**src/rtl/ram_burst_ctrl.sv**
```systemverilog
// ram_burst_ctrl
// ---------------------------------------------------------------------------
// Burst access controller placed directly in front of a synchronous single
// port RAM (2^DEPTH_LOG2 x WIDTH). One command describes a whole read or write
// burst. Write data arrives on a valid/ready stream and read data leaves
// through a 4-entry FIFO, so the client never drives the RAM pins itself.
//
// Handshake rule for every stream (cmd, wr, rd): a transfer happens on the
// rising clock edge where both valid and ready are high. A valid that has been
// raised holds its payload until that edge.
//
// Ports
//   clk_i, rst_n_i          clock, synchronous active-low reset
//   cmd_valid_i/cmd_ready_o command handshake
//   cmd_wr_i                1 = write burst, 0 = read burst
//   cmd_addr_i, cmd_len_i   start address, beats minus one
//   wr_valid_i/wr_ready_o   write data handshake, wr_data_i payload
//   rd_valid_o/rd_ready_i   read data handshake, rd_data_o payload (FIFO head)
//   busy_o                  burst in progress (FSM not in IDLE)
//   ram_wr_o, ram_address_o, ram_data_o  registered RAM controls
//   ram_out_i               RAM read data
//   csum_o, csum_valid_o    burst checksum and one-cycle strobe
//   state_o                 FSM state, for debug and checkers
//
// Build option: define RAM_BURST_CSUM_EN to enable the XOR burst checksum.
// Without it csum_o and csum_valid_o are tied to zero.
// ---------------------------------------------------------------------------
module ram_burst_ctrl #(
    parameter int DEPTH_LOG2 = 6,
    parameter int WIDTH      = 8
) (
    input  logic                  clk_i,
    input  logic                  rst_n_i,
    input  logic                  cmd_valid_i,
    output logic                  cmd_ready_o,
    input  logic                  cmd_wr_i,
    input  logic [DEPTH_LOG2-1:0] cmd_addr_i,
    input  logic [DEPTH_LOG2-1:0] cmd_len_i,
    input  logic                  wr_valid_i,
    output logic                  wr_ready_o,
    input  logic [WIDTH-1:0]      wr_data_i,
    output logic                  rd_valid_o,
    input  logic                  rd_ready_i,
    output logic [WIDTH-1:0]      rd_data_o,
    output logic                  busy_o,
    output logic                  ram_wr_o,
    output logic [DEPTH_LOG2-1:0] ram_address_o,
    output logic [WIDTH-1:0]      ram_data_o,
    input  logic [WIDTH-1:0]      ram_out_i,
    output logic [WIDTH-1:0]      csum_o,
    output logic                  csum_valid_o,
    output logic [1:0]            state_o
);

    localparam logic [1:0] S_IDLE  = 2'd0;
    localparam logic [1:0] S_WRITE = 2'd1;
    localparam logic [1:0] S_READ  = 2'd2;
    localparam logic [1:0] S_DRAIN = 2'd3;

    localparam logic [DEPTH_LOG2-1:0] ADDR_ONE = 1;

    logic [1:0]            state_q, state_d;
    logic [DEPTH_LOG2-1:0] addr_q, addr_d;
    logic [DEPTH_LOG2-1:0] len_q, len_d;
    logic [DEPTH_LOG2-1:0] beat_q, beat_d;
    logic                  ram_wr_q, ram_wr_d;
    logic [DEPTH_LOG2-1:0] ram_address_q, ram_address_d;
    logic [WIDTH-1:0]      ram_data_q, ram_data_d;

    // Read pipeline: bit 0 = address issued last edge, bit 1 = RAM output
    // valid now and captured into the FIFO on the coming edge.
    logic [1:0]            rd_pipe_q, rd_pipe_d;
    logic                  issue;

    logic [WIDTH-1:0]      fifo_q [4];
    logic [1:0]            wptr_q, rptr_q;
    logic [2:0]            count_q;

    logic                  cmd_hs, wr_hs, rd_hs, push;
    logic [2:0]            inflight;
    logic                  can_issue;

    assign cmd_ready_o   = (state_q == S_IDLE) && rst_n_i;
    assign wr_ready_o    = (state_q == S_WRITE);
    assign busy_o        = (state_q != S_IDLE);
    assign state_o       = state_q;
    assign ram_wr_o      = ram_wr_q;
    assign ram_address_o = ram_address_q;
    assign ram_data_o    = ram_data_q;
    assign rd_valid_o    = (count_q != 3'd0);
    assign rd_data_o     = fifo_q[rptr_q];

    assign cmd_hs   = cmd_valid_i & cmd_ready_o;
    assign wr_hs    = wr_valid_i & wr_ready_o;
    assign rd_hs    = rd_valid_o & rd_ready_i;
    assign push     = rd_pipe_q[1];
    assign inflight = {2'b00, rd_pipe_q[0]} + {2'b00, rd_pipe_q[1]};
    // Reserve a FIFO slot for every read still travelling through the RAM,
    // so a push can never find the FIFO full.
    assign can_issue = (count_q + inflight) < 3'd4;

    always_comb begin
        state_d       = state_q;
        addr_d        = addr_q;
        len_d         = len_q;
        beat_d        = beat_q;
        ram_wr_d      = 1'b0;
        ram_address_d = ram_address_q;
        ram_data_d    = ram_data_q;
        issue         = 1'b0;
        case (state_q)
            S_IDLE: begin
                if (cmd_hs) begin
                    len_d  = cmd_len_i;
                    beat_d = '0;
                    if (cmd_wr_i) begin
                        addr_d  = cmd_addr_i;
                        state_d = S_WRITE;
                    end else begin
                        // First read address goes out on the accept edge;
                        // beat counts issued reads, so it starts at one.
                        issue         = 1'b1;
                        ram_address_d = cmd_addr_i;
                        addr_d        = cmd_addr_i + ADDR_ONE;
                        beat_d        = ADDR_ONE;
                        state_d       = (cmd_len_i == '0) ? S_DRAIN : S_READ;
                    end
                end
            end
            S_WRITE: begin
                if (wr_hs) begin
                    ram_wr_d      = 1'b1;
                    ram_address_d = addr_q;
                    ram_data_d    = wr_data_i;
                    addr_d        = addr_q + ADDR_ONE;
                    if (beat_q == len_q) begin
                        state_d = S_IDLE;
                    end else begin
                        beat_d = beat_q + ADDR_ONE;
                    end
                end
            end
            S_READ: begin
                if (can_issue) begin
                    issue         = 1'b1;
                    ram_address_d = addr_q;
                    addr_d        = addr_q + ADDR_ONE;
                    beat_d        = beat_q + ADDR_ONE;
                    if (beat_q == len_q) begin
                        state_d = S_DRAIN;
                    end
                end
            end
            S_DRAIN: begin
                if ((inflight == 3'd0) && (count_q == 3'd0)) begin
                    state_d = S_IDLE;
                end
            end
            default: state_d = S_IDLE;
        endcase
        rd_pipe_d = {rd_pipe_q[0], issue};
    end

    always_ff @(posedge clk_i) begin
        if (!rst_n_i) begin
            state_q       <= S_IDLE;
            addr_q        <= '0;
            len_q         <= '0;
            beat_q        <= '0;
            ram_wr_q      <= 1'b0;
            ram_address_q <= '0;
            ram_data_q    <= '0;
            rd_pipe_q     <= 2'b00;
        end else begin
            state_q       <= state_d;
            addr_q        <= addr_d;
            len_q         <= len_d;
            beat_q        <= beat_d;
            ram_wr_q      <= ram_wr_d;
            ram_address_q <= ram_address_d;
            ram_data_q    <= ram_data_d;
            rd_pipe_q     <= rd_pipe_d;
        end
    end

    // Read-data FIFO; storage is cleared too so rd_data_o reads 0 after reset.
    always_ff @(posedge clk_i) begin
        if (!rst_n_i) begin
            wptr_q  <= 2'd0;
            rptr_q  <= 2'd0;
            count_q <= 3'd0;
            for (int i = 0; i < 4; i++) begin
                fifo_q[i] <= '0;
            end
        end else begin
            if (push) begin
                fifo_q[wptr_q] <= ram_out_i;
                wptr_q         <= wptr_q + 2'd1;
            end
            if (rd_hs) begin
                rptr_q <= rptr_q + 2'd1;
            end
            case ({push, rd_hs})
                2'b10:   count_q <= count_q + 3'd1;
                2'b01:   count_q <= count_q - 3'd1;
                default: count_q <= count_q;
            endcase
        end
    end

`ifdef RAM_BURST_CSUM_EN
    logic [WIDTH-1:0] csum_q, csum_d;
    logic             csum_valid_q;
    logic             burst_done;

    // Cleared when a burst is accepted, then folds in every transferred byte.
    // Write and read handshakes never coincide, and the FIFO is empty in IDLE.
    always_comb begin
        csum_d = csum_q;
        if (cmd_hs) begin
            csum_d = '0;
        end else if (wr_hs) begin
            csum_d = csum_q ^ wr_data_i;
        end else if (rd_hs) begin
            csum_d = csum_q ^ rd_data_o;
        end
    end

    assign burst_done = (state_q != S_IDLE) && (state_d == S_IDLE);

    always_ff @(posedge clk_i) begin
        if (!rst_n_i) begin
            csum_q       <= '0;
            csum_valid_q <= 1'b0;
        end else begin
            csum_q       <= csum_d;
            csum_valid_q <= burst_done;
        end
    end

    assign csum_o       = csum_q;
    assign csum_valid_o = csum_valid_q;
`else
    assign csum_o       = '0;
    assign csum_valid_o = 1'b0;
`endif

endmodule

```
**config.mk**
```make
export PLATFORM = sky130hd
export DESIGN_NAME = ram_burst_ctrl
export DESIGN_NICKNAME = d
export VERILOG_FILES = /design/src/rtl/ram_burst_ctrl.sv
export SDC_FILE = /design/constraint.sdc
export NUM_CORES = 1
export LEC_CHECK = 0
export CORE_MARGIN = 3
export CORE_UTILIZATION = 47
export CTS_BUF_LIST = sky130_fd_sc_hd__clkbuf_4 sky130_fd_sc_hd__clkbuf_8 sky130_fd_sc_hd__clkbuf_16
export DETAILED_ROUTE_END_ITERATION = 7
export PLACE_DENSITY = 0.76
export SYNTH_ARGS = -nofsm -noshare
export SYNTH_HDL_FRONTEND = slang
export SYNTH_SLANG_ARGS = --single-unit
```
**constraint.sdc**
```tcl
create_clock -name clk_i -period 1.9 [get_ports clk_i]
set_input_delay 0.38 -clock clk_i [delete_from_list [all_inputs] [get_ports clk_i]]
set_output_delay 0.38 -clock clk_i [all_outputs]
set_load 0.03 [all_outputs]
```
==> out/metrics.csv <==
metric,value,unit
total number of yosys warnings,0,
Max-Cap Viols,0,
Clock Latency Late Sink,350,ps
switching share of power,39.0,%
Critical Path Sink,beat_q[5],
CP Capture Type,flop,
NetSw,2.66,mW
top sig layer,met4,
Finished Layout Cells,603,
Area Overhead vs Synth,34.0,%
Hold Fails Final Rpt,0,
routed wl met3,647,um
Leak,2.06,nW
fraction of layout cells with a size suffix above 1,23.8,%
dominant cells by area after synthesis,"edfxtp_1, dfxtp_1, nor2_1, mux4_2, nand2_1",
"Req. time, crit path",2140,ps
DIE HEIGHT,97.5,um
sequential area share after synthesis,47.8,%
antenna cells,0,
failing checks,negative setup slack,
internal power,4.15,mW
# nets final,543,
most frequent cells in the layout,"clkdlybuf4s50_1, nor2_1, nand2_1",
Routed WL,8.94,mm
Seq cells post-synth,78,
Worst Path Arrival,2200,ps
CTS H-tree lvls,3,
Post-route DRC,0,
fin worst setup slack,-64.3,ps
Placed Instance Area,4950,um^2
post-synth design cell area,3940,um^2
R2R Setup Slk,-60,ps
crit start category,flop,
CP Launch Point,rd_pipe_q[1],
All-Layer GR Usage,19.5,%
cell total after placement,578,
Final Skew,5.64,ps
fin util,66.5,%
Unique masters post-synth,50,
pwr dens,1290,nW/um^2
largest net degree at the start of global routing,39,
fillcell total,635,
initial core utilization,49.7,%
DP Wirelength,6.33,mm
number of vias per cell,5.37,
Setup CP Type,reg -> reg,
Fmax achieved,509,MHz
Logic pwr share,49.6,%
met2 WL,4.27,mm
ANT nets after route,0,
most area-hungry cell type in the Yosys netlist,edfxtp_1,
"worst slack, placed",-372,ps
CTS Buf Count,9,
DRT iter0 DRCs,285,
Clock power frac,18.2,%
"most common cell after layout, fill and taps aside",clkdlybuf4s50_1,
"slowest stage delay, CP",370,ps
Routed WL per cell,14.8,um
syn avg cell area,9.82,um^2
DR vias,3238,
Root Buffer,clkbuf_8,
first-pass GRT wire length,15.4,mm
r2r worst-path depth,7,
initial antenna violation count,0,
post-synthesis instance total,401,
DIE AREA,9510,um^2
CTS sink cnt,78,
FP Rows,32,
Ports,72,
hold slack,460,ps
cell area after layout,5280,um^2
crit share post-route,103,%
Pre-antenna DRT Iters,4,
GPL Wtd Cong,0.884,
CORE AREA,7930,um^2
RR Startpoint,rd_pipe_q[1],
IR Drop Worst-Case VDD,0.776,mV
crit-path cells,ha_4 > ha_4 > and3_4 > mux2i_4 > nor2_4 > and4b_2 > a41o_1,
worst-path fanout max,6,
Congestion Overflow GR,0,
fin crit period,1960,ps
Critical Path Slowest Stage Cell,dfxtp_4,
CTS tree,built,
clk buf depth,2,
RSZ-0062 raised after global routing,true,
CP most frequent cell,ha_4,
vias in the first global route,3259,
Clock transition at path regs,80,ps
port bufs,62,
M1 WL,3.95,mm
Max Transition Viols Final,0,
status,finished with violations,
Worst Hold Class,reg -> reg,
Reg power frac,32.2,%
reg2reg end,beat_q[5],
chip width,97.5,um
Setup-failing EPs final,9,
post-synth top area share,24.4,%
[critical path: cells and delay by family, from the launching register on]
family                     cells  cell delay [ps]
AOI/OAI and AO/OA              1              230
muxes                          1              330
DFF                            1              370
and+or+nand+nor                3              530
adders and majority gates      2              410
[timing repair]
action,CTS,global route
resized for setup,62,17
hold endpoints to repair,0,0
gates cloned,2,0
pin swaps,10,4
hold buffers,0,0
setup endpoints to repair,25,30
buffers inserted,3,4
[cells by family (layout without fill, tap and decap cells)]
| logic type | Yosys count | in the layout | share of synthesized area, % |
|---|---|---|---|
| other cells | 1 | 9 | 0.0953 |
| compound gates | 64 | 64 | 11.3 |
| xor+xnor | 18 | 18 | 4.01 |
| mux | 20 | 20 | 7.63 |
| fa+ha+maj | 13 | 13 | 4.32 |
| flops | 78 | 78 | 47.8 |
| simple gates | 153 | 154 | 18.3 |
| buf+inv | 54 | 145 | 6.48 |
[cell type report]
type | instances | area (um^2) | share of cell area (%)
Multi-Input combinational cell | 278 | 1960 | 37.2
Sequential cell | 78 | 1900 | 36.1
Inverter | 23 | 86.3 | 1.64
Timing Repair Buffer | 106 | 1000 | 19.0
Tap cell | 102 | 128 | 2.42
Clock inverter | 7 | 71.3 | 1.35
Clock buffer | 9 | 124 | 2.35
[power groups by stage]
| stage | Sequential, mW | Clock [mW] | Combinational (mW) |
|---|---|---|---|
| 5_1_grt | 2.23 | 1.33 | 3.68 |
| 4_1_cts | 2.19 | 1.27 | 3.20 |
| 3_3_place_gp | 2.21 | 0 | 3.06 |
| 2_1_floorplan | 2.36 | 0 | 2.02 |
| 3_5_place_dp | 2.22 | 0 | 3.12 |
| 6_report | 2.19 | 1.24 | 3.38 |
[worst min path at each step]
stage | from | to | slack [ps] | cells after the start
2_1_floorplan | len_q[4] | len_q[4] | 450 | 2
3_3_place_gp | ram_data_o[4] | ram_data_o[4] | 440 | 2
3_5_place_dp | ram_data_o[6] | ram_data_o[6] | 450 | 2
4_1_cts | ram_data_o[6] | ram_data_o[6] | 460 | 2
5_1_grt | ram_data_o[6] | ram_data_o[6] | 480 | 2
6_report | ram_data_o[6] | ram_data_o[6] | 460 | 2
[stage by stage]
step           power (mW)  setup TNS [ps]
3_3_place_gp         5.27           -3590
2_1_floorplan        4.38           -42.4
4_1_cts              6.66            -577
3_5_place_dp         5.34           -4980
6_report             6.81            -355
5_1_grt              7.24           -1860
[sequential cells by signal (all words and copies together), names as in the netlist, named ones only]
name / flops
count_q: 3
ram_address_o: 6
rptr_q: 2
rd_pipe_q: 2
ram_data_o: 8
wptr_q: 2
beat_q: 6
len_q: 6
state_o: 2
ram_wr_o: 1
fifo_q: 32
addr_q: 6
[synthesized netlist by cell type, drive strengths merged]
| master | instances |
|---|---|
| a21bo | 1 |
| or4 | 1 |
| nor2 | 49 |
| nand3b | 1 |
| nand3 | 22 |
| nand2b | 4 |
| nand4b | 1 |
| inv | 22 |
| o21ai | 5 |
| o31ai | 1 |
| a211oi | 7 |
| a41o | 3 |
| nor3 | 1 |
| and4b | 2 |
| mux2i | 12 |
| buf | 17 |
| o2bb2ai | 1 |
| o211ai | 3 |
| ha | 12 |
| clkinv | 1 |
| and2 | 10 |
| nand4 | 1 |
| edfxtp | 32 |
| xnor2 | 12 |
| conb | 1 |
| clkbuf | 14 |
| mux4 | 8 |
| o221a | 1 |
| nor2b | 2 |
| a21oi | 28 |
| o22ai | 4 |
| nor4 | 3 |
| o311ai | 1 |
| o32ai | 2 |
| nand2 | 47 |
| dfxtp | 46 |
| xor2 | 6 |
| or3 | 4 |
| a31oi | 2 |
| and3 | 3 |
| and4 | 2 |
| fa | 1 |
| a41oi | 4 |
| a21o | 1 |
[metal layers]
layer	global-route usage (%)	vias up
met2	32.3	115
met1	25.5	1529
met4	4.15	0
li1	-	1586
met5	0	-
met3	5.74	8
Note: power is estimated with default switching activity, not from simulation.
